===== config.mk =====
export PLATFORM = sky130hd
export DESIGN_NAME = bp_nonsynth_commit_driver_flat
export DESIGN_NICKNAME = d
export VERILOG_FILES = /design/src/rtl/bp_nonsynth_commit_driver_if.sv /design/src/rtl/bp_nonsynth_commit_driver.sv /design/src/flat_wrapper.sv
export SDC_FILE = /design/constraint.sdc
export NUM_CORES = 1
export LEC_CHECK = 0
export ABC_AREA = 1
export CORE_ASPECT_RATIO = 0.8
export CORE_UTILIZATION = 25
export DETAILED_ROUTE_END_ITERATION = 16
export SETUP_SLACK_MARGIN = 0.4
export SLEW_MARGIN = 20
export SYNTH_ARGS = -nofsm -noshare
export SYNTH_HDL_FRONTEND = slang
export SYNTH_SLANG_ARGS = --single-unit

===== constraint.sdc =====
create_clock -name clk_i -period 4.4 [get_ports clk_i]
set_input_delay 0.88 -clock clk_i [delete_from_list [all_inputs] [get_ports clk_i]]
set_output_delay 0.88 -clock clk_i [all_outputs]
set_load 0.02 [all_outputs]

===== src/rtl/bp_nonsynth_commit_driver_if.sv =====
// bp_nonsynth_commit_driver_if: record handshake plus commit/writeback bundle of the commit driver
interface bp_nonsynth_commit_driver_if #(
    parameter int vaddr_width_p = 39,
    parameter int dword_width_p = 64,
    parameter int late_els_p    = 4
);
    localparam int pend_w = $clog2(late_els_p + 1);
    logic                     rec_v_i;
    logic                     rec_ready_o;
    logic                     rec_exc_i;
    logic [vaddr_width_p-1:0] rec_pc_i;
    logic [31:0]              rec_instr_i;
    logic                     rec_iw_i;
    logic                     rec_fw_i;
    logic                     rec_late_i;
    logic [dword_width_p-1:0] rec_data_i;
    logic                     instret_o;
    logic                     exception_o;
    logic [vaddr_width_p-1:0] pc_o;
    logic [31:0]              instr_o;
    logic                     ird_w_v_o;
    logic [4:0]               ird_addr_o;
    logic [dword_width_p-1:0] ird_data_o;
    logic                     frd_w_v_o;
    logic [4:0]               frd_addr_o;
    logic [dword_width_p-1:0] frd_data_o;
    logic [pend_w-1:0]        pending_o;

    modport master (
        output rec_v_i, rec_exc_i, rec_pc_i, rec_instr_i, rec_iw_i, rec_fw_i, rec_late_i, rec_data_i,
        input  rec_ready_o, instret_o, exception_o, pc_o, instr_o, ird_w_v_o, ird_addr_o, ird_data_o,
               frd_w_v_o, frd_addr_o, frd_data_o, pending_o
    );
    modport slave (
        input  rec_v_i, rec_exc_i, rec_pc_i, rec_instr_i, rec_iw_i, rec_fw_i, rec_late_i, rec_data_i,
        output rec_ready_o, instret_o, exception_o, pc_o, instr_o, ird_w_v_o, ird_addr_o, ird_data_o,
               frd_w_v_o, frd_addr_o, frd_data_o, pending_o
    );
endinterface


===== src/rtl/bp_nonsynth_commit_driver.sv =====
// bp_nonsynth_commit_driver: replays instruction records as commit packets with early and late writebacks
module bp_nonsynth_commit_driver #(
    parameter int vaddr_width_p = 39,
    parameter int dword_width_p = 64,
    parameter int late_lat_p    = 3,
    parameter int late_els_p    = 4
) (
    input logic clk_i,
    input logic reset_n_i,
    bp_nonsynth_commit_driver_if.slave io
);
    localparam int pw = late_els_p > 1 ? $clog2(late_els_p) : 1;
    localparam int cw = $clog2(late_els_p + 1);
    localparam int lw = $clog2(late_lat_p + 1);

    logic [late_els_p-1:0]    q_f, q_v;
    logic [4:0]               q_rd   [late_els_p];
    logic [dword_width_p-1:0] q_data [late_els_p];
    logic [lw-1:0]            q_cnt  [late_els_p];
    logic [pw-1:0]            rptr, wptr;
    logic [cw-1:0]            occ;
    logic                     c_v, c_exc, c_iw, c_fw;
    logic [vaddr_width_p-1:0] c_pc;
    logic [31:0]              c_instr;
    logic [4:0]               c_rd;
    logic [dword_width_p-1:0] c_data;
    logic [4:0]               rd;
    logic                     wr, early, haz, conf, ready, acc, push, issue, li, lf;

    assign rd    = io.rec_instr_i[11:7];
    assign wr    = (io.rec_iw_i | io.rec_fw_i) & ~io.rec_exc_i;
    assign early = wr & ~io.rec_late_i;

    for (genvar i = 0; i < late_els_p; i++) begin : g_v
        logic [pw-1:0] off;
        assign off    = pw'(i) - rptr;
        assign q_v[i] = cw'(off) < occ;
    end

    always_comb begin
        haz  = 1'b0;
        conf = 1'b0;
        for (int i = 0; i < late_els_p; i++) begin
            haz  = haz | (q_v[i] & (q_f[i] == io.rec_fw_i) & (q_rd[i] == rd));
            // counts rise strictly from the head, so cnt<=1 covers every entry able to issue next cycle
            conf = conf | (q_v[i] & (q_f[i] == io.rec_fw_i) & (q_cnt[i] <= lw'(1)));
        end
    end

    assign ready          = reset_n_i & (occ != cw'(late_els_p)) & ~(wr & haz) & ~(early & conf);
    assign io.rec_ready_o = ready;
    assign acc            = io.rec_v_i & ready;
    assign push           = acc & wr & io.rec_late_i;
    assign issue          = (occ != '0) & (q_cnt[rptr] == '0);
    assign li             = issue & ~q_f[rptr];
    assign lf             = issue & q_f[rptr];

    always_ff @(posedge clk_i) begin
        if (!reset_n_i) begin
            rptr    <= '0;
            wptr    <= '0;
            occ     <= '0;
            c_v     <= 1'b0;
            c_exc   <= 1'b0;
            c_iw    <= 1'b0;
            c_fw    <= 1'b0;
            c_pc    <= '0;
            c_instr <= '0;
            c_rd    <= '0;
            c_data  <= '0;
        end else begin
            rptr <= rptr + pw'(issue);
            wptr <= wptr + pw'(push);
            occ  <= occ + cw'(push) - cw'(issue);
            for (int i = 0; i < late_els_p; i++)
                q_cnt[i] <= (q_cnt[i] == '0) ? '0 : q_cnt[i] - lw'(1);
            if (push) begin
                q_f[wptr]    <= io.rec_fw_i;
                q_rd[wptr]   <= rd;
                q_data[wptr] <= io.rec_data_i;
                q_cnt[wptr]  <= lw'(late_lat_p);
            end
            c_v     <= acc;
            c_exc   <= acc & io.rec_exc_i;
            c_iw    <= acc & early & ~io.rec_fw_i;
            c_fw    <= acc & early & io.rec_fw_i;
            c_pc    <= acc ? io.rec_pc_i : '0;
            c_instr <= acc ? io.rec_instr_i : '0;
            c_rd    <= (acc & early) ? rd : '0;
            c_data  <= (acc & early) ? io.rec_data_i : '0;
        end
    end

    // a due late writeback owns its port; the stall rules keep the early one off that port
    assign io.instret_o   = c_v & ~c_exc;
    assign io.exception_o = c_exc;
    assign io.pc_o        = c_pc;
    assign io.instr_o     = c_instr;
    assign io.ird_w_v_o   = li | c_iw;
    assign io.ird_addr_o  = li ? q_rd[rptr] : c_iw ? c_rd : '0;
    assign io.ird_data_o  = li ? q_data[rptr] : c_iw ? c_data : '0;
    assign io.frd_w_v_o   = lf | c_fw;
    assign io.frd_addr_o  = lf ? q_rd[rptr] : c_fw ? c_rd : '0;
    assign io.frd_data_o  = lf ? q_data[rptr] : c_fw ? c_data : '0;
    assign io.pending_o   = occ;

    a_iw_fw : assert property (@(posedge clk_i) disable iff (!reset_n_i)
        !(io.rec_v_i && io.rec_iw_i && io.rec_fw_i));
endmodule


===== src/flat_wrapper.sv =====
// flat-port wrapper written by rule: the top's interface ports become plain ports
module bp_nonsynth_commit_driver_flat 
#(
    parameter int vaddr_width_p = 39,
    parameter int dword_width_p = 64,
    parameter int late_lat_p    = 3,
    parameter int late_els_p    = 4
)
  (clk_i, reset_n_i, io_rec_v_i, io_rec_exc_i, io_rec_pc_i, io_rec_instr_i, io_rec_iw_i, io_rec_fw_i, io_rec_late_i, io_rec_data_i, io_rec_ready_o, io_instret_o, io_exception_o, io_pc_o, io_instr_o, io_ird_w_v_o, io_ird_addr_o, io_ird_data_o, io_frd_w_v_o, io_frd_addr_o, io_frd_data_o, io_pending_o);
  bp_nonsynth_commit_driver_if #(.vaddr_width_p(vaddr_width_p), .dword_width_p(dword_width_p), .late_els_p(late_els_p)) io_i ();
  input logic clk_i;
  input logic reset_n_i;
  input wire logic [$bits(io_i.rec_v_i)-1:0] io_rec_v_i;
  input wire logic [$bits(io_i.rec_exc_i)-1:0] io_rec_exc_i;
  input wire logic [$bits(io_i.rec_pc_i)-1:0] io_rec_pc_i;
  input wire logic [$bits(io_i.rec_instr_i)-1:0] io_rec_instr_i;
  input wire logic [$bits(io_i.rec_iw_i)-1:0] io_rec_iw_i;
  input wire logic [$bits(io_i.rec_fw_i)-1:0] io_rec_fw_i;
  input wire logic [$bits(io_i.rec_late_i)-1:0] io_rec_late_i;
  input wire logic [$bits(io_i.rec_data_i)-1:0] io_rec_data_i;
  output wire logic [$bits(io_i.rec_ready_o)-1:0] io_rec_ready_o;
  output wire logic [$bits(io_i.instret_o)-1:0] io_instret_o;
  output wire logic [$bits(io_i.exception_o)-1:0] io_exception_o;
  output wire logic [$bits(io_i.pc_o)-1:0] io_pc_o;
  output wire logic [$bits(io_i.instr_o)-1:0] io_instr_o;
  output wire logic [$bits(io_i.ird_w_v_o)-1:0] io_ird_w_v_o;
  output wire logic [$bits(io_i.ird_addr_o)-1:0] io_ird_addr_o;
  output wire logic [$bits(io_i.ird_data_o)-1:0] io_ird_data_o;
  output wire logic [$bits(io_i.frd_w_v_o)-1:0] io_frd_w_v_o;
  output wire logic [$bits(io_i.frd_addr_o)-1:0] io_frd_addr_o;
  output wire logic [$bits(io_i.frd_data_o)-1:0] io_frd_data_o;
  output wire logic [$bits(io_i.pending_o)-1:0] io_pending_o;
  assign io_i.rec_v_i = io_rec_v_i;
  assign io_i.rec_exc_i = io_rec_exc_i;
  assign io_i.rec_pc_i = io_rec_pc_i;
  assign io_i.rec_instr_i = io_rec_instr_i;
  assign io_i.rec_iw_i = io_rec_iw_i;
  assign io_i.rec_fw_i = io_rec_fw_i;
  assign io_i.rec_late_i = io_rec_late_i;
  assign io_i.rec_data_i = io_rec_data_i;
  assign io_rec_ready_o = io_i.rec_ready_o;
  assign io_instret_o = io_i.instret_o;
  assign io_exception_o = io_i.exception_o;
  assign io_pc_o = io_i.pc_o;
  assign io_instr_o = io_i.instr_o;
  assign io_ird_w_v_o = io_i.ird_w_v_o;
  assign io_ird_addr_o = io_i.ird_addr_o;
  assign io_ird_data_o = io_i.ird_data_o;
  assign io_frd_w_v_o = io_i.frd_w_v_o;
  assign io_frd_addr_o = io_i.frd_addr_o;
  assign io_frd_data_o = io_i.frd_data_o;
  assign io_pending_o = io_i.pending_o;
  bp_nonsynth_commit_driver #(.vaddr_width_p(vaddr_width_p), .dword_width_p(dword_width_p), .late_lat_p(late_lat_p), .late_els_p(late_els_p)) u_core (.clk_i(clk_i), .reset_n_i(reset_n_i), .io(io_i));
endmodule

==> impl_metrics.ini, run 1 <==
[route]
drc_errors = 0
vias = 13090
wire_per_inst_um = 17.29
ant_nets = 0
drt_iter0_markers = 932
wl_um = 50010
firstDrtPassIters = 6
vias_per_cell = 4.525

[timing]
finalSetupViolCount = 0
report.final.slew_viol_count = 0
period_share_pct = 88.48
fin_crit_ns = 3.893
max_freq_mhz = 256.8
max_slew_margin_pct = 29.72
finClkSkew_ns = 0.02428
worst_pin_slew_ns = 1.054
hold_violations = 0
timing.setup.tns_ns = 0
rsz0062_at_grt = true

[clock_network]
htree_levels = 2
root_buffer = clkbuf_16
path_clk_slew_ns = 0.06
cts.sinks = 439
cts_buffer_depth = 3
clock_latency_ns = 0.56
hold_buffers = 0
cts_tree = done
numCtsBuffers = 47

[grt]
grt_max_degree = 73
gr-total-overflow = 0
antenna_found_initial = 0
grt_use_total_pct = 14.14
grt_pass1_wl_um = 75880
grt_pass1_vias = 12704

[critical_path]
reg2reg_slack_ns = 1.16
crit_path_top_delay_cell = clkdlybuf4s50_1
crit_chain = buf_12, nand2_1, a21oi_2, nor4_4, buf_4, nand2_4, buf_16, nand3_1, o21ai_1, clkdlybuf4s50_1
path_depth = 10
critPathBufInv = 4
critPathLaunch = u_core.rptr[1]
critical_path.top_delay_family = buffers and inverters
critPathCapture = io_frd_data_o[50]
crit_path_max_incr_delay_ns = 0.62
required_ns = 3.52
cp-end-kind = primary output
r2r_cells = 22
cp.arrival_ns = 3.01
path_class = reg -> out
r2r_start = u_core.rptr[1]
cp_max_fo = 49
critPathLaunchType = flop
rr_endpoint = u_core.io.pending_o[2]

[floorplan]
io_pins = 359
core_sq_mm = 0.06732
dieWidth_um = 293.7
fp.dieH_um = 235.4
row_count = 85
dieArea_sq_mm = 0.06913
start_util_pct = 25.28

[final_layout]
antenna_cells = 0
layout-drive-gt1-share_pct = 6.515
fin_nets = 2094
fin_area_sq_mm = 0.02336
syn_to_final_growth_pct = 37.26

[yosys]
synthCells = 1605
synth_area_leaders = edfxtp_1 49%, dfxtp_1 19%, nand2_1 4.9%
synth_area_leader_cell = edfxtp_1
yosys.area.top_type_share_pct = 49.40
synth.distinct_cells = 26
syn_area_per_cell_sq_um = 10.60
ys_warn_count = 0
ys_seq_area_share_pct = 68.10
synth_nets = 1756
ys_ff_latch = 439
netlist_area_sq_mm = 0.01702

[placed_design]
finalWeightedCongestion = 0.8306
io_buffers = 358
placed_cell_area_sq_mm = 0.02170
dp_hpwl_um = 31260

[job]
maxCapViolations = 0

[power]
p_per_area_mw_per_mm2 = 563.9
cellLeakagePower_nw = 9.779
vdd_drop_max_v = 0.0002772

[worst_hold_path]
hp-class = reg -> reg

[run_status]
status = complete, no violations
metal layers:
metal  share of wire, %  vias to the layer above  GRT usage [%]
li1                   -                     6169              -
met1                 45                     6455          19.22
met2                 48                      393          23.03
met3                5.1                       73          2.436
met4                1.9                        0          4.025
met5                  0                        -              0
worst min path at each step:
stage	from	to	slack [ns]	cells past startpoint
2_1_floorplan	u_core.q_cnt[1][1]	u_core.q_cnt[1][1]	0.45	2
3_3_place_gp	u_core.q_cnt[0][1]	u_core.q_cnt[0][1]	0.47	2
3_5_place_dp	u_core.q_cnt[2][1]	u_core.q_cnt[2][1]	0.48	2
4_1_cts	u_core.q_cnt[2][1]	u_core.q_cnt[2][1]	0.50	2
5_1_grt	u_core.q_cnt[0][1]	u_core.q_cnt[0][1]	0.55	2
6_report	u_core.q_cnt[2][1]	u_core.q_cnt[2][1]	0.49	2
area by class of cell:
| type | instances | area, sq um |
|---|---|---|
| clock buffer | 57 | 1224 |
| clock inverter | 29 | 289.0 |
| fill | 6629 | 43960 |
| inverter | 199 | 752.0 |
| multi-input combinational | 871 | 4323 |
| sequential | 439 | 11610 |
| tap | 913 | 1142 |
| timing repair buffer | 385 | 4026 |
power by group:
group	leakage, nW	switching, W	internal, W
logic	5.23	0.00298	0.00169
registers	3.81	0.0000806	0.00451
clock network	0.735	0.00164	0.00228
cells in the mapped netlist:
cell type and n:
edfxtp_1 280, nand2_1 223, inv_1 195, nor2_1 168, dfxtp_1 159, nand3_1 155
o21ai_0 95, a21oi_1 69, a221oi_1 69, o21ai_1 59, clkbuf_1 47, buf_2 27
buf_1 20, ha_1 8, nand4_1 8, xnor2_1 6, inv_2 4, o22ai_1 3
buf_6 2, xor2_1 2, a21oi_2 1, a31oi_1 1, fa_1 1, nor2_2 1
nor4_4 1, o31ai_1 1
tightest hold or removal path: cells and delay by family (launching register included):
family | cells | cell delay (ns)
AO/OA/AOI/OAI | 1 | 0.07
AND/OR/NAND/NOR | 1 | 0.05
flip-flops | 1 | 0.32
sequential cells by signal, summed over array words and instances, names as in the netlist:
name                   count
u_core.q_data            256
u_core.c_data             64
u_core.io.pc_o            39
u_core.io.instr_o         32
u_core.q_rd               20
u_core.q_cnt               8
u_core.c_rd                5
u_core.q_f                 4
u_core.io.pending_o        3
u_core.rptr                2
u_core.wptr                2
u_core.c_fw                1
u_core.c_iw                1
u_core.c_v                 1
u_core.io.exception_o      1
stage by stage:
stage               hold slack (ns)  total power [W]  cells  setup WS (ns)  utilization (%)
floorplan                    0.4529         0.007216   1605         0.5971                -
global placement             0.4670         0.009335   2803         0.3470            32.23
detailed placement           0.4848         0.009368   2803         0.2814            32.23
CTS                          0.4960          0.01334   2893         0.2252            34.52
global route                 0.5460          0.01384   2893         0.3262            34.70
finish                       0.4922          0.01317   2893         0.5067            34.70
kinds of logic (layout without fill, tap and decap cells):
| kind of cell | after synthesis | after routing | share of synthesized area [%] |
|---|---|---|---|
| and+or+nand+nor | 556 | 556 | 13.64 |
| DFF | 439 | 439 | 68.10 |
| AOI/OAI and AO/OA | 298 | 298 | 10.35 |
| buffers and inverters | 295 | 670 | 6.793 |
| adders and majority gates | 9 | 9 | 0.7058 |
| xor gates and xnor gates | 8 | 8 | 0.4117 |
cells in the final DEF, fill, tap and decap left out, drive strengths merged, types with 2 or more instances in the layout:
cell and n:
nor2 169, clkinv 22, xor2 2, buf 27, a21oi 70, dlygate4sd2 64, o22ai 3, clkdlybuf4s15 12
nand4 8, bufbuf 2, clkbuf 66, clkinvlp 3, dfxtp 159, o21ai 154, edfxtp 280, dlygate4sd1 2
xnor2 6, dlymetal6s2s 47, nand2 223, bufinv 5, nand3 155, ha 8, a221oi 69, clkdlybuf4s50 222
inv 198
timing repair:
item,in CTS,in global routing
gates resized for setup,99,92
setup buffers,2,0
gates cloned,2,0
setup endpoints to repair,140,77
pin swaps,1,0
Note: power is estimated with default switching activity, not from simulation.
==> run 2, diff against run 1 <==
--- a/config.mk
+++ b/config.mk
@@ -6,9 +6,11 @@
 export NUM_CORES = 1
 export LEC_CHECK = 0
 export ABC_AREA = 1
+export CAP_MARGIN = 0
 export CORE_ASPECT_RATIO = 0.8
-export CORE_UTILIZATION = 25
+export CORE_UTILIZATION = 45
 export DETAILED_ROUTE_END_ITERATION = 16
+export PLACE_DENSITY = 0.72
 export SETUP_SLACK_MARGIN = 0.4
 export SLEW_MARGIN = 20
 export SYNTH_ARGS = -nofsm -noshare
==> run 2 against run 1 <==
Net effect: via count decreased by 0.47%; hold slack got worse by 0.0089 ns; critical endpoint is now io_frd_data_o[36]; sequential power about the same; sequential share of layout area increased by 0.89 points; clock power shrank 2%; die area decreased by 44%; wire length down 11%; count of clock-buffer cells in the layout up 9.
==> impl_metrics.ini, run 2 (synthesized netlist as in run 1, its figures left out) <==
[timing]
report.final.slew_viol_count = 0
rsz0062_at_grt = true
period_share_pct = 90.17
finalSetupViolCount = 0
max_slew_margin_pct = 29.53
worst_pin_slew_ns = 1.057
finClkSkew_ns = 0.02278
fin_crit_ns = 3.967
timing.setup.tns_ns = 0
max_freq_mhz = 252.1
hold_violations = 0

[clock_network]
path_clk_slew_ns = 0.06
root_buffer = clkbuf_16
htree_levels = 2
cts_buffer_depth = 3
clock_latency_ns = 0.56
numCtsBuffers = 44
cts_tree = done
cts.sinks = 439
hold_buffers = 0

[grt]
grt_pass1_vias = 12577
use_met2_pct = 37.21
grt_pass1_wl_um = 68250
grt_max_degree = 76
top_usage_layer = met2
grt_use_met1_pct = 30.84
use_met3_pct = 4.341
grt_use_total_pct = 22.69
gr-total-overflow = 0
antenna_found_initial = 4

[worst_hold_path]
hold_start = u_core.q_cnt[1][1]
hp-class = reg -> reg
whs_path_depth = 2
holdPathEnd = u_core.q_cnt[1][1]

[critical_path]
rr_endpoint = u_core.io.pending_o[2]
r2r_start = u_core.rptr[0]
r2r_cells = 22
critPathLaunchType = flop
crit_path_max_incr_delay_ns = 0.64
path_class = reg -> out
required_ns = 3.52
reg2reg_slack_ns = 1.23
cp_max_fo = 75
cp.arrival_ns = 3.09
crit_path_top_delay_cell = clkdlybuf4s50_1
cp-end-kind = primary output
crit_chain = inv_6, nand2_1, a21oi_2, nor4_4, buf_4, nand2_4, buf_16, o21ai_1, clkdlybuf4s50_1

[placed_design]
io_buffers = 358
dp_hpwl_um = 27990
finalWeightedCongestion = 0.9136
placed_cell_area_sq_mm = 0.02120

[final_layout]
regMostFlops = u_core.q_data
final_common_cell = edfxtp_1
largest_reg_flops = 256
layout_common_cells = 280 x edfxtp_1, 245 x clkdlybuf4s50_1, 217 x nand2_1
layout-drive-gt1-share_pct = 6.159
fin_area_sq_mm = 0.02293
fin_nets = 2096
syn_to_final_growth_pct = 34.72

[floorplan]
row_count = 63
start_util_pct = 45.84
core_sq_mm = 0.03713
io_pins = 359
fp.dieH_um = 176.0
dieWidth_um = 219.4
dieArea_sq_mm = 0.03861

[route]
vias = 13028
drt_iter0_markers = 1031
vias_per_cell = 5.274
wire_per_inst_um = 18.05
firstDrtPassIters = 5
wl_um = 44590
drc_errors = 0
ant_nets = 0

[power]
p_per_area_mw_per_mm2 = 565.3
vdd_drop_max_v = 0.0003506
cellLeakagePower_nw = 10.07

[run_status]
status = complete, no violations

[job]
maxCapViolations = 0
[run 2: through the flow]
stage                     total power [W]  hold slack [ns]  util [%]  worst slack (ns)  std cells
after floorplan                  0.007216           0.4529         -            0.5971       1605
after global placement           0.009257           0.4674     57.11            0.4264       2383
after detailed placement         0.009283           0.4761     57.11            0.3814       2383
after CTS                         0.01308           0.4866     61.18            0.4006       2468
after global routing              0.01357           0.5304     61.75            0.2966       2469
final                             0.01296           0.4833     61.76            0.4326       2470
[run 2: critical path, delay by kind of cell (launching register included)]
| kind | cells | cell delay, ns |
|---|---|---|
| buf+inv | 4 | 1.16 |
| simple gates | 3 | 0.54 |
| flops | 1 | 0.44 |
| compound gates | 2 | 0.31 |
[run 2: worst max path at each step]
stage	start	depth (start not counted)	to	slack (ns)
2_1_floorplan	u_core.io.pending_o[1]	11	u_core.q_data[0][0]	0.60
3_3_place_gp	io_rec_fw_i	10	io_rec_ready_o	0.43
3_5_place_dp	io_rec_fw_i	10	io_rec_ready_o	0.38
4_1_cts	u_core.rptr[1]	10	io_frd_data_o[32]	0.40
5_1_grt	u_core.rptr[0]	10	io_frd_data_o[32]	0.30
6_report	u_core.rptr[0]	9	io_frd_data_o[36]	0.43
[run 2: routing by layer]
metal	share of wire, %	vias to the layer above
li1	-	6180
met1	43	6197
met2	47	582
met3	8.3	65
met4	1.9	4
met5	0.061	-
[run 2: layout make-up]
type / count / area [sq um]
clock buffer: 66 / 1308
fill: 2900 / 14200
sequential: 439 / 11600
multi-input combinational: 871 / 4302
tap: 487 / 609.3
antenna: 2 / 5.005
timing repair buffer: 390 / 4140
inverter: 199 / 757.0
clock inverter: 16 / 212.7
[run 2: repair_timing]
item,in CTS,in global routing
pin swaps,1,0
buffers inserted,3,0
endpoints found under the setup margin,141,101
resized for setup,46,78
[run 2: power breakdown]
part	total (W)	leakage, nW	switching (W)	internal [W]
registers	0.00458	3.81	0.0000761	0.00450
clock network	0.00386	0.748	0.00155	0.00231
logic	0.00453	5.50	0.00282	0.00171
total	0.0130	10.1	0.00444	0.00852
